`src/rtl/core_launcher.sv`:
```
// core_launcher: host-side sequencer that launches NUM_PROGS core runs over the req/ack handshake
// and reports each run's cycle count. `define LAUNCHER_TIMEOUT_EN adds the run timeout (ERR state, error).
module core_launcher #(
  parameter int unsigned NUM_PROGS  = 3,
  parameter int unsigned REQ_CYCLES = 2,
  parameter int unsigned CYC_W      = 16,
  parameter int unsigned TIMEOUT    = 4095
) (
  input  logic             clock,
  input  logic             reset_n,
  input  logic             go,
  input  logic             ack,
  output logic             req,
  output logic [3:0]       prog_idx,
  output logic             busy,
  output logic [CYC_W-1:0] run_cycles,
  output logic             run_valid,
  output logic             batch_done,
  output logic             error
);

  localparam int unsigned ReqW = (REQ_CYCLES > 1) ? $clog2(REQ_CYCLES) : 1;
  localparam logic [3:0] LastIdx = 4'(NUM_PROGS - 1);

  typedef enum logic [2:0] {
    IDLE, REQ, WAIT_CLR, RUN, REPORT, DONE, ERR
  } stateE;

  stateE            state;
  logic [ReqW-1:0]  reqCnt;
  logic [CYC_W-1:0] cycCnt;
  logic [CYC_W-1:0] cycInc;

  // Run counter sticks at all-ones instead of wrapping.
  assign cycInc = (&cycCnt) ? cycCnt : cycCnt + CYC_W'(1);

`ifdef LAUNCHER_TIMEOUT_EN
  localparam int unsigned ToW = $clog2(TIMEOUT + 1);
  logic [ToW-1:0] toCnt;
  logic           toHit;

  assign toHit = (toCnt == ToW'(TIMEOUT));
`else
  assign error = 1'b0;
`endif

  always_ff @(posedge clock or negedge reset_n) begin
    if (!reset_n) begin
      state      <= IDLE;
      req        <= 1'b0;
      prog_idx   <= '0;
      busy       <= 1'b0;
      run_cycles <= '0;
      run_valid  <= 1'b0;
      batch_done <= 1'b0;
      reqCnt     <= '0;
      cycCnt     <= '0;
`ifdef LAUNCHER_TIMEOUT_EN
      toCnt      <= '0;
      error      <= 1'b0;
`endif
    end else begin
      run_valid <= 1'b0;
      if (state inside {REQ, WAIT_CLR, RUN}) cycCnt <= cycInc;
`ifdef LAUNCHER_TIMEOUT_EN
      if (state inside {WAIT_CLR, RUN}) toCnt <= toCnt + ToW'(1);
`endif
      case (state)
        IDLE: begin
          if (go) begin
            state  <= REQ;
            busy   <= 1'b1;
            req    <= 1'b1;
            reqCnt <= '0;
            cycCnt <= CYC_W'(1);
          end
        end
        REQ: begin
          if (reqCnt == ReqW'(REQ_CYCLES - 1)) begin
            state <= WAIT_CLR;
            req   <= 1'b0;
`ifdef LAUNCHER_TIMEOUT_EN
            toCnt <= ToW'(1);
`endif
          end else begin
            reqCnt <= reqCnt + ReqW'(1);
          end
        end
        WAIT_CLR: begin
`ifdef LAUNCHER_TIMEOUT_EN
          if (toHit) begin
            state <= ERR;
            error <= 1'b1;
            busy  <= 1'b0;
          end else
`endif
          // A stale ack from the previous run must drop before a new rise counts.
          if (!ack) state <= RUN;
        end
        RUN: begin
          if (ack) begin
            state      <= REPORT;
            run_cycles <= cycCnt;
            run_valid  <= 1'b1;
          end
`ifdef LAUNCHER_TIMEOUT_EN
          else if (toHit) begin
            state <= ERR;
            error <= 1'b1;
            busy  <= 1'b0;
          end
`endif
        end
        REPORT: begin
          if (prog_idx == LastIdx) begin
            state      <= DONE;
            busy       <= 1'b0;
            batch_done <= 1'b1;
          end else begin
            state    <= REQ;
            prog_idx <= prog_idx + 4'd1;
            req      <= 1'b1;
            reqCnt   <= '0;
            cycCnt   <= CYC_W'(1);
          end
        end
        DONE: begin
          if (!go) begin
            state      <= IDLE;
            batch_done <= 1'b0;
            prog_idx   <= '0;
          end
        end
`ifdef LAUNCHER_TIMEOUT_EN
        ERR: ;
`endif
        default: state <= IDLE;
      endcase
    end
  end

endmodule

```
`config.mk`:
```
export PLATFORM = sky130hd
export DESIGN_NAME = core_launcher
export DESIGN_NICKNAME = d
export VERILOG_FILES = /design/src/rtl/core_launcher.sv
export SDC_FILE = /design/constraint.sdc
export NUM_CORES = 1
export LEC_CHECK = 0
export ABC_CLOCK_PERIOD_IN_PS = 3400
export CAP_MARGIN = 5
export CORE_UTILIZATION = 55
export CTS_BUF_LIST = sky130_fd_sc_hd__clkbuf_16
export CTS_CLUSTER_DIAMETER = 50
export CTS_CLUSTER_SIZE = 14
export DETAILED_ROUTE_END_ITERATION = 7
export PLACE_DENSITY = 0.86
export SYNTH_ARGS = -nofsm -noshare
export SYNTH_HDL_FRONTEND = slang
export SYNTH_SLANG_ARGS = --single-unit
```
`constraint.sdc`:
```
create_clock -name clock -period 3.4 [get_ports clock]
set_clock_uncertainty 0.2 [all_clocks]
set_input_delay 0.68 -clock clock [delete_from_list [all_inputs] [get_ports clock]]
set_output_delay 0.68 -clock clock [all_outputs]
set_load 0.02 [all_outputs]
```
# Word-level counts from Yosys, hierarchy flattened

Cells that the tools add are included.

Add/subtract/negate cells: 3
Equality and inequality tests: 13
Muxes and demuxes: 30
Reductions and logical operators: 13

Operators with widths:

| operator                                                              | count |
|---|---|
| 16-bit two-way mux                                                    | 4 |
| 16-bit one-hot mux with 2 select lines                                | 1 |
| 3-bit two-way mux                                                     | 6 |
| 3-bit one-hot mux with 6 select lines                                 | 1 |
| 16-bit by 1-bit adder with 16-bit output, second input constant       | 1 |
| 16-bit AND reduction                                                  | 1 |
| 2-bit inequality test, second input constant                          | 7 |
| 3-bit AND reduction                                                   | 4 |
| 1-bit two-way mux                                                     | 11 |
| 4-bit two-way mux                                                     | 2 |
| 4-bit one-hot mux with 2 select lines                                 | 1 |
| 3-bit by 2-bit equality test with 1-bit output, second input constant | 2 |
| 3-bit equality test, second input constant                            | 2 |
| 1-bit one-hot mux with 3 select lines                                 | 2 |
| 3-bit nonzero test                                                    | 2 |
| 5-bit AND reduction                                                   | 1 |
| 4-bit by 1-bit adder with 4-bit output, second input constant         | 1 |
| 4-bit by 2-bit equality test with 1-bit output, second input constant | 1 |
| 1-bit one-hot mux with 2 select lines                                 | 2 |
| 4-bit AND reduction                                                   | 1 |
| 2-bit nonzero test                                                    | 2 |
| 3-bit by 1-bit equality test with 1-bit output, second input constant | 1 |
| 3-bit logical NOT                                                     | 1 |
| 2-bit AND reduction                                                   | 1 |
| 1-bit adder, second input constant                                    | 1 |

Flip-flop bits (word level): 44
Bits of input ports: 4
Logic and storage cells: 68

# Logic depth before layout (Yosys ltp)

Gate-level depths: netlist of the first run.

Depth in word-level cells: 5
Mapped depth: 7

# Worst setup path after synthesis of the first run

OpenSTA, ideal clock, no wires.

Kind: register to register
Start: register cycCnt[0]
End: register cycCnt[0]
Arrival time: 1.568 ns
Required time: 3.066 ns
Path slack: 1.499 ns
Stages on the path, launching flop included: 7
Buffers on the path: 1
Clock period less this slack: 1.901 ns
Path through: dfrtp_1 -> ha_1 -> nand4_1 -> o41ai_1 -> buf_2 -> xor2_1 -> nand2_1

Word-level cells in the longest chain between the ends: 5
Elaborated cells between the ends (all ways): 7
Those cells by class: add/sub: 1; mux: 5; reduce/logical: 1

Ends and longest elaborated chain:

| item                                                                                    | RTL line | RTL |
|---|---|---|
| from (decl)                                                                             | 31       | `logic [CYC_W-1:0] cycCnt;` |
| from (signal assigned)                                                                  | 64       | `if (state inside {REQ, WAIT_CLR, RUN}) cycCnt <= cycInc;` |
| 16-bit by 1-bit adder with 16-bit output / 16-bit AND reduction (equally long branches) | 35       | `assign cycInc = (&cycCnt) ? cycCnt : cycCnt + CYC_W'(1);` |
| 16-bit two-way mux                                                                      | 35       |  |
| 16-bit two-way mux *                                                                    | 64       |  |
| 16-bit two-way mux, on equally long branches                                            | 115, 70  |  |
| 16-bit one-hot mux with 2 select lines *                                                | 68       | `case (state)` |

Mark *: on every way between the ends. The rest lies on a longest branch, timed or not.
A chain may end at the register's enable or synchronous reset.

# Final worst setup path of the first run

Start: register cycCnt[0]
End: register cycCnt[13]

Word-level cells in the longest chain between the ends: 5
Elaborated cells between the ends (all ways): 7
Those cells by class: add/sub: 1; mux: 5; reduce/logical: 1

Ends and longest elaborated chain:

| item                                                                                    | RTL line |
|---|---|
| 16-bit by 1-bit adder with 16-bit output / 16-bit AND reduction (equally long branches) | 35 |
| 16-bit two-way mux *                                                                    | 35 |
| 16-bit two-way mux *                                                                    | 64 |
| 16-bit two-way mux, on equally long branches                                            | 115, 70 |
| 16-bit one-hot mux with 2 select lines *                                                | 68 |

Marks and branches as above.

==> metrics.md, run 1 <==
| Metric | Value |
|---|---|
| Status | complete, no violations |
| Final core occ | between 60% and 70% |
| Core area | roughly 3700 sq um |
| Syn avg cell area | just over 9 sq um |
| Synth async-reset ratio | 100% |
| Final period util | 66.6% |
| Logic pwr share | 37.2% |
| CP startpoint | cycCnt[0]$_DFF_PN0_ |
| Switching Share | about 38% |
| Critical path peak fanout | 6 |
| Least-Margin Pin Slew | about 960 ps |
| Yosys warns | 0 |
| Worst setup path end | cycCnt[13]$_DFF_PN0_ |
| Setup Buffers After CTS | 0 |
| Routed wl met3 | 164 um |
| Clock-pin slew on the worst setup and hold paths | about 60 ps |
| Post-synthesis sequential area ratio | 52.3% |
| Reg2Reg Depth | 5 |
| Pin count of the biggest net entering global routing | between 40 and 50 |
| Synth area leaders | dfrtp_1, nand2_1, o21ai_0 |
| Clock buffer count from CTS | 5 |
| Distinct cells, synth | 41 |
| Routed vias | between 1500 and 2000 |
| Slew Viols, Final | 0 |
| Post-synth EDFFs | 0 |
| Type of the tightest min-delay check | reg2reg |
| Num ports | 29 |
| Syn nets | 239 |
| Site Rows | 22 |
| H-tree depth | 2 |
| Remaining DRCs | 0 |
| Power Internal | around 0.0013 W |
| Via density per instance | ~5.7 |
| Diode count | 0 |
| Port bufs | 27 |
| Clk sink count | 44 |
| Main synth FF type | dfrtp_1 |
| CP startpoint kind | register |
| CP Cell Sequence | ha_1, nand4_1, nor4_1, nor2_1, a311oi_1 |
| Worst-path cell with the longest stage delay | nor4_1 |
| Die width | approximately 64 um |
| Post-DP HPWL | between 2000 and 3000 um |
| LEAKAGE | around 1.1 nW |
| Relative max-transition margin | 36.3% |
| Clock share of power | a little over a fifth |
| Layout cells sized above 1 | between 6 and 7% |
| Seq pwr share | between 40% and 50% |
| Worst Path Required | 3390 ps |
| Post-synthesis cell area | 2100 sq um |
| TritonCTS clock tree | yes |
| Worst reg2reg startpoint | cycCnt[0]$_DFF_PN0_ |
| Clock root cell | clkbuf_16 |
| Gr usage total | approximately a quarter |
| Top Metal Used | met4 |
| Clock latency on the worst-skew pair | between 200 and 300 ps |
| Routed Antenna Nets | 0 |
| Area grow syn2layout | 21.3% |
| Met2 wire len | 2050 um |
| Psw | between 0.0008 and 0.0009 W |
| Highest Clock Rate | approximately 440 MHz |
| Post-CTS resize count | 0 |
| Vias in the first global route | around 1600 |
| RD Place Congestion | between 0.8 and 0.9 |
| Final net count | between 200 and 300 |
| Pwr per Cell Area | 831 nW/um^2 |
| Critical path type | reg2reg |
| Drt total wl | approximately 4200 um |
| Global-route wire length before repair | approximately 7300 um |
| Gate Count Post-Synth | 232 |
| Gr ovfl total | 0 |
| CP Capture Type | register |
| Initial detailed-routing violation count | between 100 and 150 |
| Crit Reg-Reg Endpoint | cycCnt[13]$_DFF_PN0_ |
| Crit-path max cell delay | 670 ps |
| Worst ir drop on vdd | roughly 0.53 mV |
| Die area | just over 4000 sq um |
| Starting density of the core | between 50% and 60% |
| DRT met1 WL | about 1900 um |
| Die height | roughly 64 um |
| Yosys top cell by area | dfrtp_1 |
| Top cell type's share of synthesized area | about 52% |
| Synth Register Bits | 44 |
| WL per Instance | about 13 um |
| Minimum clock period | approximately 2300 ps |
| CP arrival | between 2000 and 2500 ps |
| Flop2flop setup slack | ~1100 ps |
| Setup TNS | 0 ps |
| Initial antenna violation count | 0 |
| Filler Cell Count | around 280 |
| Max Cap Viol | 0 |
| Setup violators final | 0 |
| Final hold vios | 0 |
| Hold Buf Count CTS | 0 |
| RSZ-0062 raised after global routing | no |
| Max Root-Sink Buffers | 2 |
| 1st-pass router iterations | 4 |
registers in the layout (all words and copies together), names as in the netlist:
signal / count
cycCnt: 16
run_cycles: 16
prog_idx: 4
state: 3
batch_done: 1
busy: 1
req: 1
reqCnt: 1
run_valid: 1
synth_stat cells (4+ instances only):
cell,number
o31ai_1,5
nor3_1,9
clkbuf_1,6
nand2_1,69
dfrtp_1,44
nand3_1,7
o211ai_1,4
mux2i_1,4
o21ai_0,19
inv_1,7
nor2_1,7
a21oi_1,11
per-layer routing:
metal  vias to the layer above  global-route usage (%)
li1                        865                       -
met1                       836                    29.2
met2                        42                    39.1
met3                         9                    5.89
met4                         0                    10.5
met5                         -                       0
cells in the final DEF, fill, tap and decap left out, drive strengths merged, types with 2 or more instances in the layout:
| cell | instances |
|---|---|
| clkdlybuf4s50 | 26 |
| o211ai | 4 |
| nor3 | 9 |
| dfrtp | 44 |
| nand3 | 8 |
| nor2 | 7 |
| a311oi | 2 |
| or4 | 5 |
| buf | 4 |
| or3 | 2 |
| inv | 8 |
| nand2 | 69 |
| ha | 3 |
| o31ai | 5 |
| nor4 | 3 |
| nand4 | 4 |
| mux2i | 4 |
| a21oi | 11 |
| o21ai | 19 |
| clkbuf | 5 |
| a31oi | 2 |
worst max-delay path, delay by kind of cell (launching register included):
family / cells / cell delay [ps]
fa+ha+maj: 1 / 250
simple gates: 3 / 1000
compound gates: 1 / 290
flops: 1 / 440
final cells by class:
type                       instances  area [sq um]  area share [%]
sequential                        44          1100            43.1
timing repair buffer              30           288            11.3
clock buffer                       5           125            4.90
clock inverter                     3          15.0           0.588
inverter                           7          26.3            1.03
tap                               48          60.1            2.35
multi-input combinational        172           938            36.7
through the flow:
stage	std cells	setup WS, ps	hold WS (ps)	area [sq um]	total power (W)
6_report	309	1140	270	2550	0.00212
5_1_grt	309	885	290	2550	0.00227
4_1_cts	309	1140	277	2550	0.00213
3_5_place_dp	301	969	262	2410	0.00168
3_3_place_gp	301	1060	257	2410	0.00165
2_1_floorplan	232	1500	184	2100	0.00134
power by group through the flow:
stage          clock (W)  sequential (W)  combinational, W
6_report        0.000457        0.000874          0.000789
2_1_floorplan          0        0.000955          0.000382
4_1_cts         0.000464        0.000874          0.000796
5_1_grt         0.000490        0.000906          0.000870
3_5_place_dp           0        0.000881          0.000794
3_3_place_gp           0        0.000874          0.000778
worst min path at each step:
| stage | start | end | slack, ps | depth (start not counted) |
|---|---|---|---|---|
| 6_report | run_cycles[1]$_DFFE_PN0P_ | run_cycles[1]$_DFFE_PN0P_ | 270 | 2 |
| 5_1_grt | run_cycles[1]$_DFFE_PN0P_ | run_cycles[1]$_DFFE_PN0P_ | 290 | 2 |
| 4_1_cts | run_cycles[1]$_DFFE_PN0P_ | run_cycles[1]$_DFFE_PN0P_ | 280 | 2 |
| 3_5_place_dp | run_cycles[1]$_DFFE_PN0P_ | run_cycles[1]$_DFFE_PN0P_ | 260 | 2 |
| 3_3_place_gp | run_cycles[12]$_DFFE_PN0P_ | run_cycles[12]$_DFFE_PN0P_ | 260 | 2 |
| 2_1_floorplan | reset_n | batch_done$_DFFE_PN0P_ | 180 | 0 |
logic make-up (layout without fill, tap and decap cells):
group / Yosys count / after routing / synth area share, %
simple gates: 115 / 115 / 26.3
compound gates: 47 / 47 / 13.4
flops: 44 / 44 / 52.3
buf+inv: 16 / 45 / 3.09
mux: 5 / 5 / 2.44
fa+ha+maj: 3 / 3 / 1.78
other cells: 1 / 1 / 0.178
xor+xnor: 1 / 1 / 0.416
Power figures use the tool's default switching activity.
==> inputs of run 2 (changes only) <==
==> config.mk (replaced) <==
export PLATFORM = sky130hd
export DESIGN_NAME = core_launcher
export DESIGN_NICKNAME = d
export VERILOG_FILES = /design/src/rtl/core_launcher.sv
export SDC_FILE = /design/constraint.sdc
export NUM_CORES = 1
export LEC_CHECK = 0
export ABC_CLOCK_PERIOD_IN_PS = 2029
export CAP_MARGIN = 5
export CORE_UTILIZATION = 49
export CTS_BUF_LIST = sky130_fd_sc_hd__clkbuf_16
export CTS_CLUSTER_DIAMETER = 50
export CTS_CLUSTER_SIZE = 14
export DETAILED_ROUTE_END_ITERATION = 7
export PLACE_DENSITY = 0.81
export SYNTH_ARGS = -nofsm -noshare
export SYNTH_HDL_FRONTEND = slang
export SYNTH_SLANG_ARGS = --single-unit
==> constraint.sdc (replaced) <==
create_clock -name clock -period 2.03 [get_ports clock]
set_clock_uncertainty 0.2 [all_clocks]
set_input_delay 0.406 -clock clock [delete_from_list [all_inputs] [get_ports clock]]
set_output_delay 0.406 -clock clock [all_outputs]
set_load 0.02 [all_outputs]
==> run 2 against run 1 <==
- clock-buffer cell count unchanged
- highest routed layer unchanged
- setup slack got worse by 1100 ps
- critical path depth fell by 4
- combinational power rose by 110%
- via count grew 2.7%
- sequential cell count unchanged
- clock power is 93% higher
- the run now ends with negative hold slack left
- largest power group is now combinational logic
==> metrics.md, run 2 (synthesized netlist as in run 1, its figures left out) <==
| Metric | Value |
|---|---|
| CP Cell Sequence | clkdlybuf4s50_1 |
| Worst setup margin | between 50 and 60 ps |
| Routed Antenna Nets | 0 |
| Clock share of power | a little under a quarter |
| Drt total wl | 4510 um |
| Critical path type | reg2out |
| Largest regs | cycCnt (16), run_cycles (16), prog_idx (4) |
| Pwr per Cell Area | 1420 nW/um^2 |
| Least-Margin Pin Slew | 550 ps |
| Status | complete, but fails checks |
| Starting density of the core | about half |
| Max Root-Sink Buffers | 2 |
| Pin count of the biggest net entering global routing | 45 |
| Logic pwr share | a little over two fifths |
| Crit Reg-Reg Endpoint | cycCnt[10]$_DFF_PN0_ |
| Initial detailed-routing violation count | 94 |
| WL per Instance | between 10 and 15 um |
| Die height | 67.5 um |
| Setup TNS | 0 ps |
| Placement Cell Area | roughly 2500 sq um |
| H-tree depth | 2 |
| Global-route wire length before repair | slightly below 8000 um |
| Final hold slack | -1.08 ps |
| Post-route design area | ~2700 sq um |
| Pre-CTS WS | ~110 ps |
| Switching Share | roughly 37% |
| Setup violators final | 0 |
| Site Rows | 23 |
| Flop2flop setup slack | 100 ps |
| Highest Clock Rate | just over 500 MHz |
| Routed vias | 1800 |
| Hold Buf Count CTS | 0 |
| Diode count | 0 |
| Failing checks | negative hold slack |
| Gr usage total | between 20% and 30% |
| Worst reg2reg startpoint | cycCnt[8]$_DFF_PN0_ |
| RD Place Congestion | approximately 0.85 |
| Die area | ~4600 sq um |
| Relative max-transition margin | 63.3% |
| Reg2Reg Depth | 4 |
| Gr ovfl total | 0 |
| Remaining DRCs | 0 |
| Clock root cell | clkbuf_16 |
| 1st-pass router iterations | 4 |
| Power Internal | 0.00247 W |
| TritonCTS clock tree | yes |
| Most frequent cells in the layout | nand2_1, dfrtp_1, clkdlybuf4s50_1, buf_4, o21ai_0 |
| Vias in the first global route | approximately 1700 |
| CP arrival | 1370 ps |
| Crit-path max cell delay | 640 ps |
| Area grow syn2layout | 30.1% |
| Die width | around 68 um |
| CP Capture Type | output pin |
| Post-DP HPWL | between 3000 and 4000 um |
| Final period util | a little over nine tenths |
| Worst-path cell with the longest stage delay | clkdlybuf4s50_1 |
| Type of the tightest min-delay check | in2async |
| Max Cap Viol | 0 |
| Final net count | 285 |
| Worst Path Required | 1420 ps |
| Minimum clock period | roughly 2000 ps |
| Num ports | 29 |
| Via density per instance | about 5.5 |
| Layout cells sized above 1 | between 10% and 20% |
| CP startpoint | prog_idx[0]$_DFFE_PN0P_ |
| Family with the most delay on the worst path | buffers and inverters |
| Clk sink count | 44 |
| Critical path peak fanout | 7 |
| Clock-pin slew on the worst setup and hold paths | 60 ps |
| LEAKAGE | roughly 1.2 nW |
| Port bufs | 27 |
| Core area | approximately 4100 sq um |
| Clock buffer count from CTS | 5 |
| Psw | approximately 0.0014 W |
| Final hold vios | 1 |
| Initial antenna violation count | 0 |
| Most common cell after layout, fill and taps aside | nand2_1 |
| Slew Viols, Final | 0 |
| Seq pwr share | a little over a third |
| Critical path buffer and inverter count | 1 |
| RSZ-0062 raised after global routing | yes |
| CP startpoint kind | register |
| Worst ir drop on vdd | roughly 0.72 mV |
| Clock latency on the worst-skew pair | 280 ps |
==> run 2: cell count changes in the layout (fill, tap and decap cells not counted), sizes merged <==
cell,previous run,this run
dlymetal6s2s,0,1
inv,8,7
bufinv,0,1
buf,4,22
clkinv,1,2
clkinvlp,1,0
clkdlybuf4s50,26,25
==> run 2: per-stage QoR <==
| stage | util, % | cells | hold slack, ps | total power (W) |
|---|---|---|---|---|
| detailed placement | 62.3 | 318 | 261 | 0.00294 |
| floorplan | - | 232 | -89.6 | 0.00224 |
| finish | 67.5 | 329 | -1.08 | 0.00389 |
| global placement | 62.3 | 318 | 256 | 0.00288 |
| CTS | 66.3 | 326 | 29.7 | 0.00383 |
| global route | 67.5 | 329 | 55.0 | 0.00415 |
==> run 2: layout make-up <==
type / count / area (sq um)
Multi-Input combinational cell: 172 / 961
Fill cell: 332 / 1320
Sequential cell: 44 / 1100
Inverter: 7 / 26.3
Clock inverter: 3 / 37.5
Clock buffer: 5 / 125
Tap cell: 50 / 62.6
Timing Repair Buffer: 48 / 425
==> run 2: routing by layer <==
| metal | global-route usage [%] | up-vias | share of wire, % |
|---|---|---|---|
| met5 | 0 | - | 0 |
| met4 | 8.24 | 0 | 1.3 |
| met3 | 4.22 | 5 | 4.6 |
| met2 | 36.5 | 56 | 48 |
| met1 | 30.6 | 839 | 46 |
| li1 | - | 900 | - |
==> run 2: how the worst max path moves through the flow <==
stage,endpoint,slack (ps),cells after the start
after global placement,cycCnt[13]$_DFF_PN0_,140,5
after detailed placement,cycCnt[14]$_DFF_PN0_,110,5
after floorplan,cycCnt[0]$_DFF_PN0_,130,6
final,prog_idx[0],60,1
after global routing,cycCnt[10]$_DFF_PN0_,-7,4
after CTS,prog_idx[0],50,1
==> run 2: repair_timing <==
action	4_1_cts	5_1_grt
buffers inserted	0	3
gates resized for setup	0	5
setup endpoints to repair	0	4
==> run 2: power groups by stage <==
stage          Sequential, W  Combinational (W)  Clock [W]
2_1_floorplan        0.00160           0.000641          0
3_3_place_gp         0.00136            0.00153          0
3_5_place_dp         0.00138            0.00156          0
4_1_cts              0.00136            0.00158   0.000891
5_1_grt              0.00140            0.00181   0.000934
6_report             0.00136            0.00164   0.000884
==> inputs of run 3 (changes only) <==
--- a/config.mk
+++ b/config.mk
@@ -12,7 +12,7 @@
 export CTS_CLUSTER_DIAMETER = 50
 export CTS_CLUSTER_SIZE = 14
 export DETAILED_ROUTE_END_ITERATION = 7
-export PLACE_DENSITY = 0.81
+export PLACE_DENSITY = 0.83
 export SYNTH_ARGS = -nofsm -noshare
 export SYNTH_HDL_FRONTEND = slang
 export SYNTH_SLANG_ARGS = --single-unit
==> run 3 against run 2 <==
- the run still ends with negative hold slack left
- largest power group unchanged
- via count rose by 1.6%
- combinational power fell by 3%
- core utilization fell by 0.89 points
- sequential power barely moved
- final area fell by 1.3%
- global-route usage fell by 0.84 points
- maximum frequency rose by 1.5%
- sequential cell count did not move
- highest routed layer unchanged
==> metrics.md, run 3 (synthesized netlist as in run 1, its figures left out) <==
| Metric | Value |
|---|---|
| Status | complete, but fails checks |
| Failing checks | negative hold slack |
| Via density per instance | 5.57 |
| Gr ovfl total | 0 |
| Num ports | 29 |
| Relative max-transition margin | 63.7% |
| Die width | between 60 and 70 um |
| Routed vias | between 1500 and 2000 |
| Final period util | between 90% and 100% |
| Clock latency on the worst-skew pair | ~280 ps |
| Area grow syn2layout | 28.4% |
| Gr usage total | around 22% |
| Initial detailed-routing violation count | 148 |
| Hold Buf Count CTS | 0 |
| CP Capture Type | output pin |
| WL per Instance | 13.4 um |
| Most frequent cells in the layout | nand2_1, dfrtp_1, clkdlybuf4s50_1, buf_4, o21ai_0 |
| Met1 usage | between 20% and 30% |
| Busiest layer in global routing | met2 |
| Clock-pin slew on the worst setup and hold paths | around 60 ps |
| Slew Viols, Final | 0 |
| Max Root-Sink Buffers | 2 |
| Crit-path max cell delay | about 630 ps |
| TritonCTS clock tree | yes |
| Most common cell after layout, fill and taps aside | nand2_1 |
| Pre-CTS WS | about 120 ps |
| CP Cell Sequence | clkdlybuf4s50_1 |
| Setup violators final | 0 |
| Critical path type | reg2out |
| Max Cap Viol | 0 |
| Worst-path cell with the longest stage delay | clkdlybuf4s50_1 |
| Die area | between 4000 and 5000 sq um |
| Critical path peak fanout | 6 |
| CP startpoint kind | register |
| Type of the tightest min-delay check | in2async |
| Drt total wl | 4400 um |
| Vias in the first global route | 1600 |
| Highest Clock Rate | a little over 500 MHz |
| Worst Path Required | ~1400 ps |
| Met2 Usage GRT | around a third |
| Worst setup margin | 84.9 ps |
| Die height | between 60 and 70 um |
| Final hold vios | 19 |
| Clock root cell | clkbuf_16 |
| Worst ir drop on vdd | just under 0.8 mV |
| Layout cells sized above 1 | between 10 and 15% |
| Remaining DRCs | 0 |
| CP arrival | between 1000 and 1500 ps |
| 1st-pass router iterations | 4 |
| Minimum clock period | a little under 2000 ps |
| Post-DP HPWL | approximately 2900 um |
| Setup Buffers After CTS | 0 |
| LEAKAGE | 1.23 nW |
| Final net count | roughly 280 |
| Clk sink count | 44 |
| Least-Margin Pin Slew | ~540 ps |
| M3 GR Usage | under 10% |
| Routed Antenna Nets | 0 |
| Pwr per Cell Area | 1370 nW/um^2 |
| Largest regs | cycCnt (16), run_cycles (16), prog_idx (4) |
| Flop2flop setup slack | 120 ps |
| Post-route design area | around 2700 sq um |
| Global-route wire length before repair | ~7400 um |
| Starting density of the core | a little over 50% |
| Pin count of the biggest net entering global routing | 45 |
| Initial antenna violation count | 0 |
| RD Place Congestion | between 0.8 and 0.9 |
| H-tree depth | 2 |
| Port bufs | 27 |
| Final hold slack | -5.53 ps |
| Site Rows | 23 |
| Family with the most delay on the worst path | buffers and inverters |
| Diode count | 0 |
| Core area | just over 4000 sq um |
| Clock buffer count from CTS | 5 |
| Placement Cell Area | 2540 sq um |
| Critical path buffer and inverter count | 1 |
[run 3: what timing repair did]
action / 4_1_cts / 5_1_grt
resized for setup: 0 / 5
hold endpoints to repair: 0 / 0
setup endpoints to repair: 0 / 4
[run 3: final cells by class]
class / instances / area [sq um]
multi-input cells: 172 / 952
inverters: 7 / 26.3
fillers: 338 / 1360
repair buffers: 47 / 420
clock buffers: 5 / 125
clock inverters: 3 / 13.8
well taps: 50 / 62.6
flip-flops and latches: 44 / 1100
[run 3: per-layer routing]
metal	vias to the layer above	share of wire [%]
li1	907	-
met1	863	47
met2	50	47
met3	8	3.7
met4	0	1.8
met5	-	0
[run 3: report_power, final]
group / switching (W) / leakage [nW] / internal (W)
sequential: 0.000207 / 0.565 / 0.00114
clock: 0.000325 / 0.0710 / 0.000447
combinational: 0.000869 / 0.592 / 0.000723
[run 3: path summary, 6_finish.rpt]
| check | start | endpoint | depth (start not counted) |
|---|---|---|---|
| setup / recovery | prog_idx[3]$_DFFE_PN0P_ | prog_idx[3] | 1 |
| hold / removal | reset_n | run_cycles[9]$_DFFE_PN0P_ | 2 |
| setup reg to reg | state[1]$_DFFE_PN0P_ | cycCnt[9]$_DFF_PN0_ | 4 |
| hold reg to reg | run_cycles[5]$_DFFE_PN0P_ | run_cycles[5]$_DFFE_PN0P_ | 2 |
| max in group asynchronous | reset_n | cycCnt[8]$_DFF_PN0_ | 2 |
| min in group clock | run_cycles[5]$_DFFE_PN0P_ | run_cycles[5]$_DFFE_PN0P_ | 2 |
[run 3: stage by stage]
stage                     setup TNS [ps]  util (%)  instances  total power [W]
after CTS                              0      66.1        328          0.00374
after floorplan                        0         -        232          0.00224
after global routing              -0.937      66.6        328          0.00397
after global placement                 0      62.7        320          0.00291
final                                  0      66.6        328          0.00371
after detailed placement               0      62.7        320          0.00295
[run 3: worst reg2reg max path: cells and delay by family (launching register included)]
kind | cells | cell delay [ps]
and+or+nand+nor | 2 | 830
AOI/OAI and AO/OA | 2 | 350
DFF | 1 | 450
